==> src/rtl/wb_port_arbiter.sv <==
// wb_port_arbiter: shares the register-file write port between the pipeline
// writeback stage and the multicycle divider. Pipeline writes always win.
// Divider results queue in a small ordered circular buffer and drain into idle
// write-port cycles. Decode can hold off using stall_req and pending_mask.
module wb_port_arbiter #(
  parameter int          DEPTH      = 2,
  parameter int          STATUS_REG = 30,
  parameter logic [31:0] ERR_CODE   = 32'd5
) (
  input  logic        clock,
  input  logic        reset,
  input  logic        wb_valid,
  input  logic [4:0]  wb_reg,
  input  logic [31:0] wb_data,
  input  logic        div_valid,
  output logic        div_ready,
  input  logic [4:0]  div_reg,
  input  logic [31:0] div_data,
  input  logic        div_err,
  output logic        ctrl_writeEnable,
  output logic [4:0]  ctrl_writeReg,
  output logic [31:0] data_writeReg,
  output logic        stall_req,
  output logic [31:0] pending_mask
);

  localparam int             PW       = (DEPTH > 1) ? $clog2(DEPTH) : 1;
  localparam int             CW       = PW + 1;
  localparam logic [CW-1:0]  DEPTH_C  = CW'(DEPTH);
  localparam logic [4:0]     STATUS_R = 5'(STATUS_REG);

  // Queue storage: valid bits are control (reset), reg/data are payload.
  logic          q_vld  [DEPTH];
  logic [4:0]    q_reg  [DEPTH];
  logic [31:0]   q_data [DEPTH];
  logic [PW-1:0] rd_ptr;
  logic [PW-1:0] wr_ptr;
  logic [CW-1:0] count;

  logic          wb_act;
  logic          accept;
  logic [4:0]    ent_reg;
  logic [31:0]   ent_data;
  logic          ent_discard;
  logic          ent_vld;
  logic          kill_en;
  logic          empty;
  logic          head_vld;
  logic          cut;
  logic          push;
  logic          pop;
  logic          sel_we;
  logic [4:0]    sel_reg;
  logic [31:0]   sel_data;

  // Requests are ignored while reset is held low so no write leaks out.
  assign wb_act    = wb_valid & reset;
  assign div_ready = (count < DEPTH_C);
  assign accept    = div_valid & reset & div_ready;
  assign empty     = (count == '0);
  assign head_vld  = !empty && q_vld[rd_ptr];
  assign stall_req = !empty;
  assign kill_en   = wb_act && (wb_reg != 5'd0);

  // Map an accepted divider result onto the entry it would become.
  always_comb begin
    ent_reg     = div_reg;
    ent_data    = div_data;
    ent_discard = 1'b0;
    if (div_err) begin
      ent_reg  = STATUS_R;
      ent_data = ERR_CODE;
    end else if (div_reg == 5'd0) begin
      ent_discard = 1'b1;
    end
    // A same-cycle pipeline write to the same target supersedes this result.
    ent_vld = !(kill_en && (ent_reg == wb_reg));
  end

  // Write-port selection: pipeline, then queue head, then cut-through.
  always_comb begin
    sel_we   = 1'b0;
    sel_reg  = wb_reg;
    sel_data = wb_data;
    pop      = 1'b0;
    cut      = 1'b0;
    if (wb_act) begin
      sel_we = 1'b1;
      // A killed head can still retire under a pipeline write.
      pop    = !empty && !head_vld;
    end else if (head_vld) begin
      sel_we   = 1'b1;
      sel_reg  = q_reg[rd_ptr];
      sel_data = q_data[rd_ptr];
      pop      = 1'b1;
    end else if (!empty) begin
      pop = 1'b1;
    end else if (accept) begin
      cut      = 1'b1;
      sel_we   = 1'b1;
      sel_reg  = ent_reg;
      sel_data = ent_data;
    end
    push = accept && !cut && !ent_discard;
  end

  assign ctrl_writeEnable = sel_we && (sel_reg != 5'd0);
  assign ctrl_writeReg    = sel_reg;
  assign data_writeReg    = sel_data;

  // Destinations still owed a write by a live queued entry.
  always_comb begin
    pending_mask = '0;
    for (int i = 0; i < DEPTH; i++) begin
      if (q_vld[i]) pending_mask[q_reg[i]] = 1'b1;
    end
  end

  // Queue control: pointers, occupancy and per-entry valid bits.
  always_ff @(posedge clock or negedge reset) begin
    if (!reset) begin
      rd_ptr <= '0;
      wr_ptr <= '0;
      count  <= '0;
      for (int i = 0; i < DEPTH; i++) q_vld[i] <= 1'b0;
    end else begin
      for (int i = 0; i < DEPTH; i++) begin
        if (kill_en && (q_reg[i] == wb_reg)) q_vld[i] <= 1'b0;
      end
      if (pop) begin
        q_vld[rd_ptr] <= 1'b0;
        rd_ptr        <= rd_ptr + PW'(1);
      end
      // The push slot is never the popped slot: a full queue cannot accept.
      if (push) begin
        q_vld[wr_ptr] <= ent_vld;
        wr_ptr        <= wr_ptr + PW'(1);
      end
      case ({push, pop})
        2'b10:   count <= count + CW'(1);
        2'b01:   count <= count - CW'(1);
        default: count <= count;
      endcase
    end
  end

  // Queue payload: destination and data captured on push.
  always_ff @(posedge clock) begin
    if (push) begin
      q_reg[wr_ptr]  <= ent_reg;
      q_data[wr_ptr] <= ent_data;
    end
  end

endmodule
==> config.mk <==
export PLATFORM = sky130hd
export DESIGN_NAME = wb_port_arbiter
export DESIGN_NICKNAME = d
export VERILOG_FILES = /design/src/rtl/wb_port_arbiter.sv
export SDC_FILE = /design/constraint.sdc
export NUM_CORES = 1
export LEC_CHECK = 0
export ABC_AREA = 0
export CAP_MARGIN = 25
export CORE_UTILIZATION = 52
export CTS_BUF_LIST = sky130_fd_sc_hd__clkbuf_2
export DETAILED_ROUTE_END_ITERATION = 8
export GPL_TIMING_DRIVEN = 0
export PLACE_DENSITY = 0.94
export SLEW_MARGIN = 30
export SYNTH_ARGS = -nofsm -noshare
export SYNTH_HDL_FRONTEND = slang
export SYNTH_SLANG_ARGS = --single-unit
==> constraint.sdc <==
create_clock -name clock -period 5.8 [get_ports clock]
set_input_delay 1.16 -clock clock [delete_from_list [all_inputs] [get_ports clock]]
set_output_delay 1.16 -clock clock [all_outputs]
set_load 0.02 [all_outputs]
==> metrics.md <==
| Metric | Value |
|---|---|
| Outcome | `finished, final reports clean` |
| Die Height | `96.3 um` |
| Area contributors post-synth | `edfxtp_1 48%, mux2i_1 7.2%, a2bb2oi_1 6.3%, o22a_1 6.1%, nor2b_1 4.3%` |
| Setup violators final | `0` |
| Initial Utilization | `0.532` |
| Tot GR Track Use | `0.290` |
| Seq cells post-synth | `80` |
| Post-layout nets | `630` |
| Final Critical Period | `about 5300 ps` |
| Vias per cell | `6.19` |
| Area of the multi-input gates | `2100 um2` |
| Power density over the cells | `358 nW/um2` |
| Placeable Area | `8680 um2` |
| Die X | `about 96 um` |
| Total number of vias | `around 4000` |
| CP Capture Type | `output port` |
| Max Slew Vio Count | `0` |
| Cts repair resizes | `0` |
| Distinct cells, synth | `45` |
| DRC viols | `0` |
| Initial antenna violation count | `0` |
| H-tree levels | `3` |
| Total Die Area | `roughly 9000 um2` |
| Req. time, crit path | `between 4000 and 5000 ps` |
| Total Power | `2310 uW` |
| Top FF cell, synth | `edfxtp_1` |
| Worst Path Arrival | `about 4100 ps` |
| RSZ-0062 raised after global routing | `no` |
| Sequential cell area | `~2400 um2` |
| CTS sink cnt | `80` |
| Clock transition at the registers of the reported paths | `approximately 200 ps` |
| Post-DP HPWL | `around 9.6 mm` |
| Fill count | `575` |
| Drt wl/cell | `approximately 20 um` |
| Clk_skew | `24.6 ps` |
| CTS Buf Count | `9` |
| Root Buffer | `clkbuf_2` |
| Most common cell in the synthesized netlist | `edfxtp_1` |
| Clock latency on the worst-skew pair | `between 500 and 600 ps` |
| Cts-stage hold buffer count | `0` |
| CP Launch Type | `input port` |
| Ys Warns | `0` |
| CTS Buffer Depth | `2` |
| Util after Layout | `0.744` |
| Pleak | `0.00219 uW` |
| Cell Area, Synth | `about 4600 um2` |
| Synth top area share | `0.481` |
| Met1 Usage GRT | `0.322` |
| Period utilization | `0.913` |
| Hold WS | `around 580 ps` |
| Syn-to-layout area delta | `39.7%` |
| DP Area | `~6300 um2` |
| Share of cells above drive strength 1 | `0.0865` |
| Synth async-reset ratio | `0.0750` |
| Routed Antenna Nets | `0` |
| Number of synthesized flops with an enable pin | `74` |
| Max_cap viols | `0` |
| Setup bufs post-CTS | `0` |
| Met3 Usage GRT | `0.0592` |
| Min-Delay Path Class | `reg -> reg` |
| Fin Setup TNS | `0 ps` |
| CTS tree | `yes` |
| RePlAce Congestion | `between 0.8 and 0.9` |
| IO Count | `151` |
| Largest net degree at the start of global routing | `26` |
| Met2 GRT Util | `0.526` |
| Grt peak-use layer | `met2` |
| Max reg flops | `64` |
| Worst VDD drop | `0.000253 V` |
| DR iter-0 viols | `approximately 290` |
| First-pass GRT wire length | `19.7 mm` |
| Number of global-route vias before repair | `about 4000` |
| Post-synth top cells | `74 x edfxtp_1, 33 x a2bb2oi_1, 33 x mux2i_1` |
| Post-synth top area cell | `edfxtp_1` |
| Fmax | `around 0.19 GHz` |
| Avg Cell Area, Syn | `approximately 12 um2` |
| Slew headroom | `0.547` |
| Least-Margin Pin Slew | `roughly 680 ps` |
| 1st-pass router iterations | `5` |
| Syn nets | `approximately 470` |
| Rows | `34` |
| Ant. Diodes | `0` |
| Post-route cell area | `between 6000 and 7000 um2` |
| Seq/Total Area, Yosys | `0.514` |
| Crit-path max FO | `12` |
| Final Hold Viols | `0` |
| Remaining Overflow, GRT | `0` |
| Synth Instances | `between 300 and 400` |
| # port buffers | `around 150` |
| Critical path class | `in -> out` |
| Final wirelength | `between 10 and 15 mm` |
==> worst max-delay path, stage by stage <==
cell and delay [ps]:
clkdlybuf4s50_1 650, and2_1 300, buf_2 210, or3_1 380
o221a_1 130, or4_1 560, o32a_1 200, clkdlybuf4s50_1 550
==> kinds of logic after synthesis <==
family,Yosys count,share of synthesized area
AOI/OAI and AO/OA,118,0.202
and+or+nand+nor,95,0.127
DFF,80,0.514
buffers and inverters,39,0.0347
muxes,38,0.0861
xor gates and xnor gates,18,0.0341
adders and majority gates,1,0.00271
==> metal layers <==
| layer | share of wire | vias to the layer above |
|---|---|---|
| met1 | 0.37 | 1939 |
| met4 | 0.026 | 0 |
| met2 | 0.51 | 261 |
| met5 | 0 | - |
| li1 | - | 1875 |
| met3 | 0.092 | 32 |
==> final cells by class <==
class	count	area share
multi-input combinational	270	0.325
tap	108	0.0209
clock buffer	11	0.00853
sequential	80	0.368
inverter	5	0.00291
clock inverter	5	0.0126
timing repair buffer	150	0.241
buffer	34	0.0219
==> worst paths after layout <==
check,startpoint,end,slack (ps),cells past startpoint
worst max-delay path,reset,ctrl_writeEnable,510,8
worst min register to register,wr_ptr,wr_ptr,580,1
worst min-delay path,wr_ptr,wr_ptr,580,1
max in group asynchronous,reset,count[1],4570,1
worst max register to register,count[0],q_reg[1][4],3430,4
min in group asynchronous,reset,q_vld[0],910,1
==> where the power goes <==
part,switching [uW],total [uW],internal [uW]
combinational,643,1220,577
sequential,44.0,746,702
clock,200,346,146
==> per-stage QoR <==
stage / std cells / setup WS (ps)
5_1_grt: 663 / 403
4_1_cts: 663 / 518
2_1_floorplan: 389 / 1720
6_report: 663 / 505
3_5_place_dp: 647 / 522
3_3_place_gp: 644 / 53.3
==> cell usage in the layout, fill, tap and decap left out, types with 6 or more instances in the layout <==
master / synthesis / final
nor2_1: 9 / 9
a2bb2oi_1: 33 / 33
dfrtp_1: 6 / 6
mux2i_1: 33 / 33
nand3_1: 9 / 9
or3b_2: 6 / 6
xor2_1: 8 / 8
clkbuf_2: 0 / 11
nor2b_1: 32 / 31
edfxtp_1: 74 / 74
o22a_1: 32 / 32
or2_2: 6 / 6
xnor2_1: 10 / 10
clkbuf_1: 27 / 27
nand3b_1: 10 / 10
or3_1: 7 / 7
o22ai_1: 32 / 32
clkdlybuf4s50_1: 0 / 147
Note: power is estimated with default switching activity, not from simulation.
